**config.mk**
```make
export PLATFORM = sky130hd
export DESIGN_NAME = multicycle_chunk_adder
export DESIGN_NICKNAME = d
export VERILOG_FILES = /design/src/rtl/multicycle_chunk_adder_pkg.sv /design/src/rtl/chunk_adder.sv /design/src/rtl/multicycle_chunk_adder.sv
export SDC_FILE = /design/constraint.sdc
export NUM_CORES = 1
export LEC_CHECK = 0
export BUFFER_PORTS_ARGS = -buffer_cell sky130_fd_sc_hd__buf_2
export CORE_ASPECT_RATIO = 0.5
export CORE_MARGIN = 1
export CORE_UTILIZATION = 49
export CTS_CLUSTER_SIZE = 30
export DETAILED_ROUTE_END_ITERATION = 7
export GPL_TIMING_DRIVEN = 0
export PLACE_DENSITY = 0.76
export SLEW_MARGIN = 40
export SYNTH_ARGS = -nofsm -noshare
export SYNTH_HDL_FRONTEND = slang
export SYNTH_SLANG_ARGS = --single-unit
```
**constraint.sdc**
```tcl
create_clock -name clk -period 3.55 [get_ports clk]
set_clock_uncertainty 0.2 [all_clocks]
set_input_delay 0.71 -clock clk [delete_from_list [all_inputs] [get_ports clk]]
set_output_delay 0.71 -clock clk [all_outputs]
set_load 0.01 [all_outputs]
```
**src/rtl/multicycle_chunk_adder_pkg.sv**
```systemverilog
// Shared types for the multi-cycle chunked adder: FSM encoding and index-width helper.
package adder_pkg;

  typedef enum logic [1:0] {
    ST_IDLE = 2'd0,
    ST_RUN  = 2'd1,
    ST_DONE = 2'd2
  } state_t;

  // Width of the slice index; never narrower than one bit so a single-slice build still has a counter.
  function automatic int idx_width(input int nchunk);
    int w;
    w = $clog2(nchunk);
    return (w < 1) ? 1 : w;
  endfunction

endpackage

```
**src/rtl/chunk_adder.sv**
```systemverilog
// Combinational CHUNK-bit ripple-carry adder slice.
module chunk_adder #(
  parameter int CHUNK = 4
) (
  input  logic [CHUNK-1:0] x,
  input  logic [CHUNK-1:0] y,
  input  logic             ci,
  output logic [CHUNK-1:0] s,
  output logic             co
);

  logic carry;

  // Carry rippled through a block variable so no vector feeds back on itself.
  always_comb begin
    carry = ci;
    s     = '0;
    for (int i = 0; i < CHUNK; i++) begin
      s[i]  = x[i] ^ y[i] ^ carry;
      carry = (x[i] & y[i]) | (carry & (x[i] ^ y[i]));
    end
    co = carry;
  end

endmodule

```
**src/rtl/multicycle_chunk_adder.sv**
```systemverilog
// WIDTH-bit add/subtract unit that processes CHUNK bits per clock behind valid/ready handshakes.
module multicycle_chunk_adder
  import adder_pkg::*;
#(
  parameter int WIDTH = 16,
  parameter int CHUNK = 4
) (
  input  logic             clk,
  input  logic             rst_n,
  input  logic             in_valid,
  output logic             in_ready,
  input  logic [WIDTH-1:0] a,
  input  logic [WIDTH-1:0] b,
  input  logic             carry_in,
  input  logic             sub,
  output logic             out_valid,
  input  logic             out_ready,
  output logic [WIDTH-1:0] sum,
  output logic             carry_out,
  output logic             overflow
);

  localparam int NCHUNK = WIDTH / CHUNK;
  localparam int IDXW   = idx_width(NCHUNK);

  generate
    if (WIDTH < 1 || CHUNK < 1 || CHUNK > WIDTH || (WIDTH % CHUNK) != 0) begin : g_bad_params
      $error("multicycle_chunk_adder: CHUNK must divide WIDTH and lie in 1..WIDTH");
    end
  endgenerate

  state_t state, state_nxt;

  logic [NCHUNK-1:0][CHUNK-1:0] a_q, beff_q, sum_q;
  logic                         carry_q;
  logic [IDXW-1:0]              idx_q;
  logic                         carry_out_q, overflow_q;

  logic [CHUNK-1:0] slice_sum;
  logic             slice_co;
  logic             last_slice;

  assign last_slice = (idx_q == IDXW'(NCHUNK - 1));

  chunk_adder #(.CHUNK(CHUNK)) u_chunk (
    .x  (a_q[idx_q]),
    .y  (beff_q[idx_q]),
    .ci (carry_q),
    .s  (slice_sum),
    .co (slice_co)
  );

  always_ff @(posedge clk or negedge rst_n) begin
    if (!rst_n) state <= ST_IDLE;
    else        state <= state_nxt;
  end

  always_comb begin
    state_nxt = state;
    case (state)
      ST_IDLE: if (in_valid)   state_nxt = ST_RUN;
      ST_RUN:  if (last_slice) state_nxt = ST_DONE;
      ST_DONE: if (out_ready)  state_nxt = ST_IDLE;
      default:                 state_nxt = ST_IDLE;
    endcase
  end

  always_comb begin
    in_ready  = 1'b0;
    out_valid = 1'b0;
    case (state)
      ST_IDLE: in_ready  = 1'b1;
      ST_DONE: out_valid = 1'b1;
      default: ;
    endcase
  end

  always_ff @(posedge clk or negedge rst_n) begin
    if (!rst_n) begin
      a_q         <= '0;
      beff_q      <= '0;
      sum_q       <= '0;
      carry_q     <= 1'b0;
      idx_q       <= '0;
      carry_out_q <= 1'b0;
      overflow_q  <= 1'b0;
    end else begin
      case (state)
        ST_IDLE: begin
          if (in_valid) begin
            a_q         <= a;
            beff_q      <= sub ? ~b : b;
            carry_q     <= carry_in;
            idx_q       <= '0;
            sum_q       <= '0;
            carry_out_q <= 1'b0;
            overflow_q  <= 1'b0;
          end
        end
        ST_RUN: begin
          sum_q[idx_q] <= slice_sum;
          carry_q      <= slice_co;
          idx_q        <= idx_q + IDXW'(1);
          // The final slice holds the MSB, so the flags come straight from this slice.
          if (last_slice) begin
            carry_out_q <= slice_co;
            overflow_q  <= (a_q[NCHUNK-1][CHUNK-1] == beff_q[NCHUNK-1][CHUNK-1]) &&
                           (slice_sum[CHUNK-1] != a_q[NCHUNK-1][CHUNK-1]);
          end
        end
        default: ;
      endcase
    end
  end

  assign sum       = sum_q;
  assign carry_out = carry_out_q;
  assign overflow  = overflow_q;

endmodule

```
==> impl_metrics.json, run 1 <==
{
  "dp_hpwl_um": 3940,
  "rows": 18,
  "gr-usage-all-layers": 0.205,
  "portBuffers": 56,
  "synth-compound-area-share": 0.105,
  "start_util": 0.532,
  "synth_area_per_cell_um2": 12.8,
  "die_w_um": 108,
  "power_mw": 3.62,
  "die_h_um": 54.9,
  "path_delay_family": "adder cells",
  "hold_class": "primary input to asynchronous set/reset pin",
  "cp-start-kind": "flop",
  "irDropWorstVdd_uv": 528,
  "overflow": 0,
  "drc": 0,
  "report.final.slew_viol_count": 0,
  "crit_chain": "buf_8 -> mux4_2 -> fa_2 -> inv_2 -> fa_2 -> fa_2 -> inv_2 -> fa_2 -> nor2b_2 -> mux2_2 -> a22o_1",
  "ctsRootBufferMaster": "clkbuf_8",
  "worstPathRequired_ns": 3.56,
  "synth_top_family_by_area": "multiplexers",
  "cts.htree.levels": 2,
  "routed_wl_um": 5540,
  "slew_headroom": 0.535,
  "ys_types": 28,
  "via_per_inst": 5.34,
  "grt_pass1_vias": 1810,
  "pre_cts_ws_ns": -0.224,
  "p_leak_nw": 1.52,
  "period_needed_ns": 3.39,
  "cp_common_cell": "fa_2",
  "pin_count": 58,
  "antenna_left": 0,
  "coreArea_um2": 5160,
  "cts_tree": "yes",
  "die_area_um2": 5920,
  "cp.arrival_ns": 3.40,
  "syn_to_final_growth_pct": 19.4,
  "antenna_found_initial": 0,
  "nNetsFinal": 328,
  "gp_congestion": 0.807,
  "tightest_slew_ns": 0.697,
  "grt_pass1_wl_um": 8770,
  "period_share": 0.954,
  "rsz0062_at_grt": "false",
  "tns_ns": 0,
  "layout_setup_ws_ns": 0.163,
  "power_density_nw_per_um2": 1110,
  "worst-path-buf-inv": 3,
  "grt_max_degree": 56,
  "critPathCaptureType": "flop",
  "clkLatencyLatePin_ns": 0.31,
  "synthXorXnorAreaFrac": 0.0511,
  "vias": 1885,
  "firstDrtPassIters": 4,
  "synthAdderAreaFrac": 0.0475,
  "crit_type": "flop to flop",
  "cp_max_fo": 6,
  "wl_per_cell_um": 15.7,
  "finalNonFillerCells": 353,
  "max_freq_mhz": 295,
  "yosys.area_share.simple": 0.0575,
  "finalHoldViolations": 0,
  "cts_sinks": 55,
  "synth.yosys.seq_area_share": 0.502,
  "dpl_cell_area_um2": 3110,
  "cts_inserted_buffers": 5,
  "synth_fp_nets": 260,
  "yosys_register_bits": 55,
  "ys_warn_count": 0,
  "cts_buffer_depth": 2,
  "syn_inst": 214,
  "cap_violations": 0,
  "drtIter0Drc": 111,
  "fin_area_um2": 3270,
  "critPathSlowestCell": "mux4_2",
  "synth_mux_area_frac": 0.193,
  "holdBufCountCts": 0,
  "setup_viol": 0,
  "syn_area_um2": 2740,
  "diodes": 0,
  "critPathMaxStageDelay_ns": 0.52,
  "drive_gt1_frac": 0.456,
  "status": "complete, no violations",
  "clk_pin_slew_ns": 0.10,
  "dp.cells": 340
}
## worst paths after layout
path / start / to / slack, ns / cells after the start
worst max-delay path: idx_q[0] / sum[7] / 0.16 / 11
worst min-delay path: rst_n / a_q[9] / 0.22 / 1
worst max register to register: idx_q[0] / sum[7] / 0.16 / 11
worst min register to register: sum[13] / sum[13] / 0.31 / 1
max in group asynchronous: rst_n / beff_q[15] / 2.45 / 1
min in group clk: sum[13] / sum[13] / 0.31 / 1
## power by group
group          leakage (nW)  internal, mW  switching, mW
clock                0.0412         0.139          0.209
combinational         0.821          1.15           1.02
sequential            0.660         0.924          0.176
## worst register-to-register path, delay by kind of cell (launching register included)
family	cells	cell delay (ns)
adder cells (fa/ha/maj)	4	1.23
AO/OA/AOI/OAI	1	0.22
multiplexers	2	0.78
buffers and inverters	3	0.26
flip-flops	1	0.41
AND/OR/NAND/NOR	1	0.19
## cells in the mapped netlist
library cell	count	area, um2
nor3b_4	1	18.8
inv_1	10	37.5
fa_1	4	80.1
mux4_2	8	180
nor2_1	21	78.8
buf_6	2	22.5
buf_2	7	35.0
o31ai_1	1	7.51
a21oi_1	16	80.1
nor2b_1	5	31.3
o21ai_0	1	5.00
o2bb2ai_1	2	17.5
mux2i_1	1	10.0
dfrtp_1	55	1380
a22o_1	17	149
and3b_1	1	8.76
nor2_2	1	6.26
nand2_1	2	7.51
buf_4	3	22.5
o22ai_1	1	6.26
a22oi_1	1	7.51
xnor2_1	16	140
ha_1	4	50.1
clkbuf_1	1	3.75
nand2b_1	1	6.26
o21ai_2	1	8.76
a31oi_1	1	6.26
mux2_2	30	338
## per-layer routing
layer | vias up | GRT usage | part of all wire
met1 | 934 | 0.270 | 0.46
met4 | 0 | 0.0822 | 0.014
met3 | 10 | 0.0550 | 0.059
met5 | - | 0 | 0
li1 | 890 | - | -
met2 | 51 | 0.332 | 0.46
## sequential cells by signal (all words and copies together), names as in the netlist
register / cells
beff_q: 16
overflow: 1
idx_q: 2
sum: 16
carry_out: 1
a_q: 16
state: 2
carry_q: 1
## per-stage QoR
step,util,hold slack [ns]
finish,0.635,0.223
global placement,0.603,0.281
global route,0.635,0.282
CTS,0.621,0.258
detailed placement,0.603,0.282
floorplan,-,0.214
## what timing repair did
action                     in CTS  in global routing
setup buffers                   0                  5
gates resized for setup         3                 10
pin swaps                       0                  1
setup endpoints to repair       3                  3
## layout make-up
type,count,area (um2)
clock inverter,2,12.5
timing repair buffer,61,333
sequential,55,1380
fill,401,1880
clock buffer,6,72.6
inverter,10,37.5
tap,70,87.6
multi-input combinational,136,1260
buffer,13,97.6
## logic make-up (layout without fill, tap and decap cells)
family,after synthesis,count (layout)
flops,55,55
compound gates,41,41
mux,39,39
simple gates,32,32
buf+inv,23,92
xor+xnor,16,16
fa+ha+maj,8,8
## placed cells by master (no fill, tap or decap), drive strengths merged
master    count
a21oi        16
a22o         17
a22oi         1
a31oi         1
and3b         1
buf          73
clkbuf        7
clkinv        1
clkinvlp      1
dfrtp        55
fa            4
ha            4
inv          10
mux2         30
mux2i         1
mux4          8
nand2         2
nand2b        1
nor2         22
nor2b         5
nor3b         1
o21ai         2
o22ai         1
o2bb2ai       2
o31ai         1
xnor2        16
No activity file was read; power rests on OpenSTA's default activity.
==> run 2, diff against run 1 <==
Settings changed: BUFFER_PORTS_ARGS -buffer_cell sky130_fd_sc_hd__buf_2 to default, CORE_UTILIZATION 49 to 50, DONT_BUFFER_PORTS from default to 1, PLACE_DENSITY 0.76 to 0.68.
==> run 2 against run 1 <==
- first-iteration DRC count fell by 43%
- combinational power down 7%
- via count down 11%
- sequential share of layout area is 3.9 points higher
- critical path depth unchanged
- largest power group unchanged
==> impl_metrics.json, run 2 (same netlist as run 1, synthesis figures left out) <==
{
  "die_area_um2": 5800,
  "start_util": 0.539,
  "critPathCaptureType": "flop",
  "dpl_cell_area_um2": 2830,
  "portBuffers": 0,
  "fin_area_um2": 3000,
  "cts_tree": "yes",
  "wl_per_cell_um": 18.3,
  "overflow": 0,
  "syn_to_final_growth_pct": 9.36,
  "cp.arrival_ns": 3.44,
  "diodes": 0,
  "grt_max_degree": 56,
  "grt_pass1_wl_um": 8580,
  "clk_pin_slew_ns": 0.10,
  "firstDrtPassIters": 4,
  "antenna_found_initial": 0,
  "worstPathRequired_ns": 3.55,
  "power_density_nw_per_um2": 1190,
  "nNetsFinal": 271,
  "gr-usage-all-layers": 0.203,
  "holdWs_ns": 0.0581,
  "die_w_um": 107,
  "irDropWorstVdd_uv": 560,
  "tightest_slew_ns": 0.300,
  "antenna_left": 0,
  "dp_hpwl_um": 3960,
  "status": "complete, no violations",
  "hold_class": "primary input to asynchronous set/reset pin",
  "cts_buffer_depth": 2,
  "period_needed_ns": 3.44,
  "die_h_um": 54.4,
  "layout_common_cells": "55 x dfrtp_1, 30 x mux2_2, 21 x nor2_1, 17 x a22o_1",
  "p_leak_nw": 1.29,
  "cts_sinks": 55,
  "report.final.slew_viol_count": 0,
  "utilization": 0.589,
  "routed_wl_um": 5390,
  "clkLatencyLatePin_ns": 0.30,
  "setup_viol": 0,
  "finalHoldViolations": 0,
  "layout_commonest_cell": "dfrtp_1",
  "crit_type": "flop to flop",
  "num-fill-cells": 444,
  "gp_congestion": 0.701,
  "drive_gt1_frac": 0.289,
  "cts_inserted_buffers": 5,
  "cp-start-kind": "flop",
  "cts.htree.levels": 2,
  "vias": 1684,
  "drc": 0,
  "cp_max_fo": 9,
  "tns_ns": 0,
  "grt_pass1_vias": 1701,
  "max_freq_mhz": 290,
  "slew_headroom": 0.799,
  "coreArea_um2": 5090,
  "rows": 18,
  "cap_violations": 0,
  "drtIter0Drc": 63,
  "period_share": 0.970,
  "pin_count": 58,
  "ctsRootBufferMaster": "clkbuf_8",
  "via_per_inst": 5.71
}
## run 2: changes by cell type in the layout (fill, tap and decap cells not counted), moves of 2 or more
cell   change
buf_2     -55
buf_4      -2
fa_1       +3
fa_2       -3
inv_1      +2
inv_2      -2
## run 2: power breakdown
part           leakage [nW]  internal (mW)  switching (mW)
Combinational         0.583           1.06           0.966
Clock                0.0513          0.207           0.194
Sequential            0.660          0.924           0.226
## run 2: per-layer routing
layer	GRT usage	routed length [um]	up-vias
met5	0	0	-
met4	0.0479	34	0
met3	0.0750	356	4
met2	0.332	2600	45
met1	0.264	2400	862
li1	-	-	773
## run 2: cell type report
type	instances	area (um2)	area share
buffer	13	97.6	0.0326
timing repair buffer	4	50.0	0.0167
sequential	55	1380	0.459
inverter	10	37.5	0.0125
clock inverter	1	30.0	0.0100
tap	70	87.6	0.0292
clock buffer	6	72.6	0.0242
multi-input combinational	136	1250	0.416
## run 2: repair_timing
action	4_1_cts	5_1_grt
buffers inserted	0	3
pin swaps	0	1
resized for setup	3	4
hold buffers	1	0
setup endpoints to repair	3	3
hold endpoints to repair	55	0
## run 2: worst paths after layout
path,from,to,slack [ns],depth (start not counted)
max,idx_q[0],sum[7],0.11,11
min,rst_n,sum[7],0.06,1
max reg2reg,idx_q[0],sum[7],0.11,11
min reg2reg,a_q[8],a_q[8],0.31,1
max in group asynchronous,rst_n,beff_q[1],2.84,1
min in group clk,out_ready,state[1],0.29,1
## run 2: critical path: stages, from the launching register on
cell and delay [ns]:
dfrtp_1 0.42, buf_8 0.16, mux4_2 0.34, fa_1 0.17, inv_1 0.05, fa_1 0.37
fa_1 0.38, inv_1 0.10, fa_2 0.47, nor2b_1 0.18, mux2_2 0.28, a22o_1 0.22
## run 2: metrics by stage
stage	setup slack, ns	total power [mW]	std cells
global route	-0.00945	3.85	295
floorplan	0.166	2.53	214
finish	0.106	3.58	295
detailed placement	-0.207	3.01	284
CTS	0.00708	3.44	292
global placement	-0.158	2.93	284
==> run 3, diff against run 2 <==
Settings changed: REMOVE_ABC_BUFFERS from default to 1.
==> run 3 against run 2 <==
- die area did not move
- flip-flop and latch count unchanged
- global-route usage decreased by 1.4 points
==> impl_metrics.json, run 3 (same netlist as run 1, synthesis figures left out) <==
{
  "cap_violations": 0,
  "ctsRootBufferMaster": "clkbuf_8",
  "worstPathRequired_ns": 3.55,
  "portBuffers": 0,
  "syn_to_final_growth_pct": 7.53,
  "nNetsFinal": 263,
  "p_leak_nw": 1.25,
  "num-fill-cells": 437,
  "rsz0062_at_grt": "false",
  "cts_sinks": 55,
  "critPathSlowestCell": "dfrtp_4",
  "grt_pass1_vias": 1590,
  "gp_congestion": 0.710,
  "setup_viol": 0,
  "gr-usage-all-layers": 0.189,
  "clockPowerShare": 0.111,
  "cts_buffer_depth": 2,
  "finalHoldViolations": 0,
  "dp_hpwl_um": 3520,
  "start_util": 0.539,
  "die_w_um": 107,
  "pre_cts_ws_ns": -0.280,
  "vias": 1635,
  "multi_input_area_um2": 1250,
  "clkLatencyLatePin_ns": 0.30,
  "utilization": 0.579,
  "cts.htree.levels": 2,
  "p_int_mw": 2.09,
  "die_area_um2": 5800,
  "layout_common_cells": "53 x dfrtp_1, 30 x mux2_2, 21 x nor2_1, 17 x a22o_1",
  "tns_ns": 0,
  "wl_per_cell_um": 17.6,
  "critPathMaxStageDelay_ns": 0.54,
  "grt_pass1_wl_um": 8090,
  "regArea_um2": 1380,
  "crit_type": "flop to flop",
  "crit_chain": "buf_4 -> mux4_2 -> inv_1 -> fa_1 -> fa_1 -> inv_2 -> fa_2 -> nor2b_2 -> mux2_2 -> a22o_1",
  "layout_setup_ws_ns": 0.116,
  "grt_max_degree": 56,
  "power_frac_comb": 0.526,
  "layout_commonest_cell": "dfrtp_1",
  "rows": 18,
  "via_per_inst": 5.68,
  "dpl_cell_area_um2": 2780,
  "hold_class": "primary input to asynchronous set/reset pin",
  "drc": 0,
  "fin_area_um2": 2950,
  "diodes": 0,
  "p_sw_mw": 1.29,
  "p_sw_frac": 0.381,
  "max_freq_mhz": 291,
  "cp.arrival_ns": 3.43,
  "path_delay_family": "adder cells",
  "period_share": 0.967,
  "firstDrtPassIters": 5,
  "period_needed_ns": 3.43,
  "pin_count": 58,
  "cp_max_fo": 6,
  "p_seq_frac": 0.364,
  "antenna_found_initial": 0,
  "power_density_nw_per_um2": 1150,
  "irDropWorstVdd_uv": 376,
  "antenna_left": 0,
  "routed_wl_um": 5080,
  "critPathCaptureType": "flop",
  "status": "complete, no violations",
  "coreArea_um2": 5090,
  "slew_headroom": 0.484,
  "drtIter0Drc": 80,
  "drive_gt1_frac": 0.284,
  "clk_pin_slew_ns": 0.10,
  "cts_tree": "yes",
  "report.final.slew_viol_count": 0,
  "power_mw": 3.38,
  "cts_inserted_buffers": 5,
  "cp-start-kind": "flop",
  "die_h_um": 54.4,
  "worst-path-buf-inv": 3,
  "cp_common_cell": "fa_1",
  "tightest_slew_ns": 0.773,
  "overflow": 0
}
[run 3: cell types whose count changed in the layout (fill, tap and decap cells not counted), sizes merged]
cell / previous run / this run
buf: 16 / 8
clkbuf: 7 / 9
bufinv: 1 / 0
[run 3: cell type report]
type / instances / area share
inverter: 10 / 0.0127
timing repair buffer: 9 / 0.0314
multi-input combinational: 136 / 0.424
clock buffer: 8 / 0.0340
tap: 70 / 0.0297
sequential: 55 / 0.469
[run 3: worst paths after layout]
| kind | slack (ns) | from | endpoint | cells after the start |
|---|---|---|---|---|
| max | 0.12 | idx_q[0] | sum[7] | 10 |
| min | 0.05 | rst_n | sum[5] | 1 |
| max reg2reg | 0.12 | idx_q[0] | sum[7] | 10 |
| min reg2reg | 0.31 | a_q[14] | a_q[14] | 1 |
| max in group asynchronous | 2.85 | rst_n | idx_q[0] | 1 |
| min in group clk | 0.28 | out_ready | state[1] | 1 |
[run 3: what timing repair did]
item / CTS / global route
endpoints found under the setup margin: 4 / 3
pin swaps: 0 / 1
gates resized for setup: 3 / 3
hold buffers: 1 / 0
hold endpoints to repair: 55 / 0
buffers inserted: 0 / 5
[run 3: power by group through the flow]
stage | clock (mW) | combinational (mW) | sequential, mW
final | 0.374 | 1.78 | 1.23
after global routing | 0.409 | 1.99 | 1.28
after CTS | 0.383 | 1.65 | 1.25
after detailed placement | 0 | 1.62 | 1.26
after global placement | 0 | 1.54 | 1.24
after floorplan | 0 | 1.31 | 1.16
[run 3: per-stage QoR]
stage          hold WS [ns]  cells
2_1_floorplan         0.214    201
3_3_place_gp          0.215    271
3_5_place_dp          0.216    274
4_1_cts              0.0606    283
5_1_grt              0.0594    288
6_report             0.0496    288
[run 3: metal layers]
layer	GRT usage	share of wire	vias up
met3	0.0536	0.039	4
met1	0.248	0.47	832
met5	0	0	-
met2	0.317	0.49	41
li1	-	-	758
met4	0.0502	0.0079	0
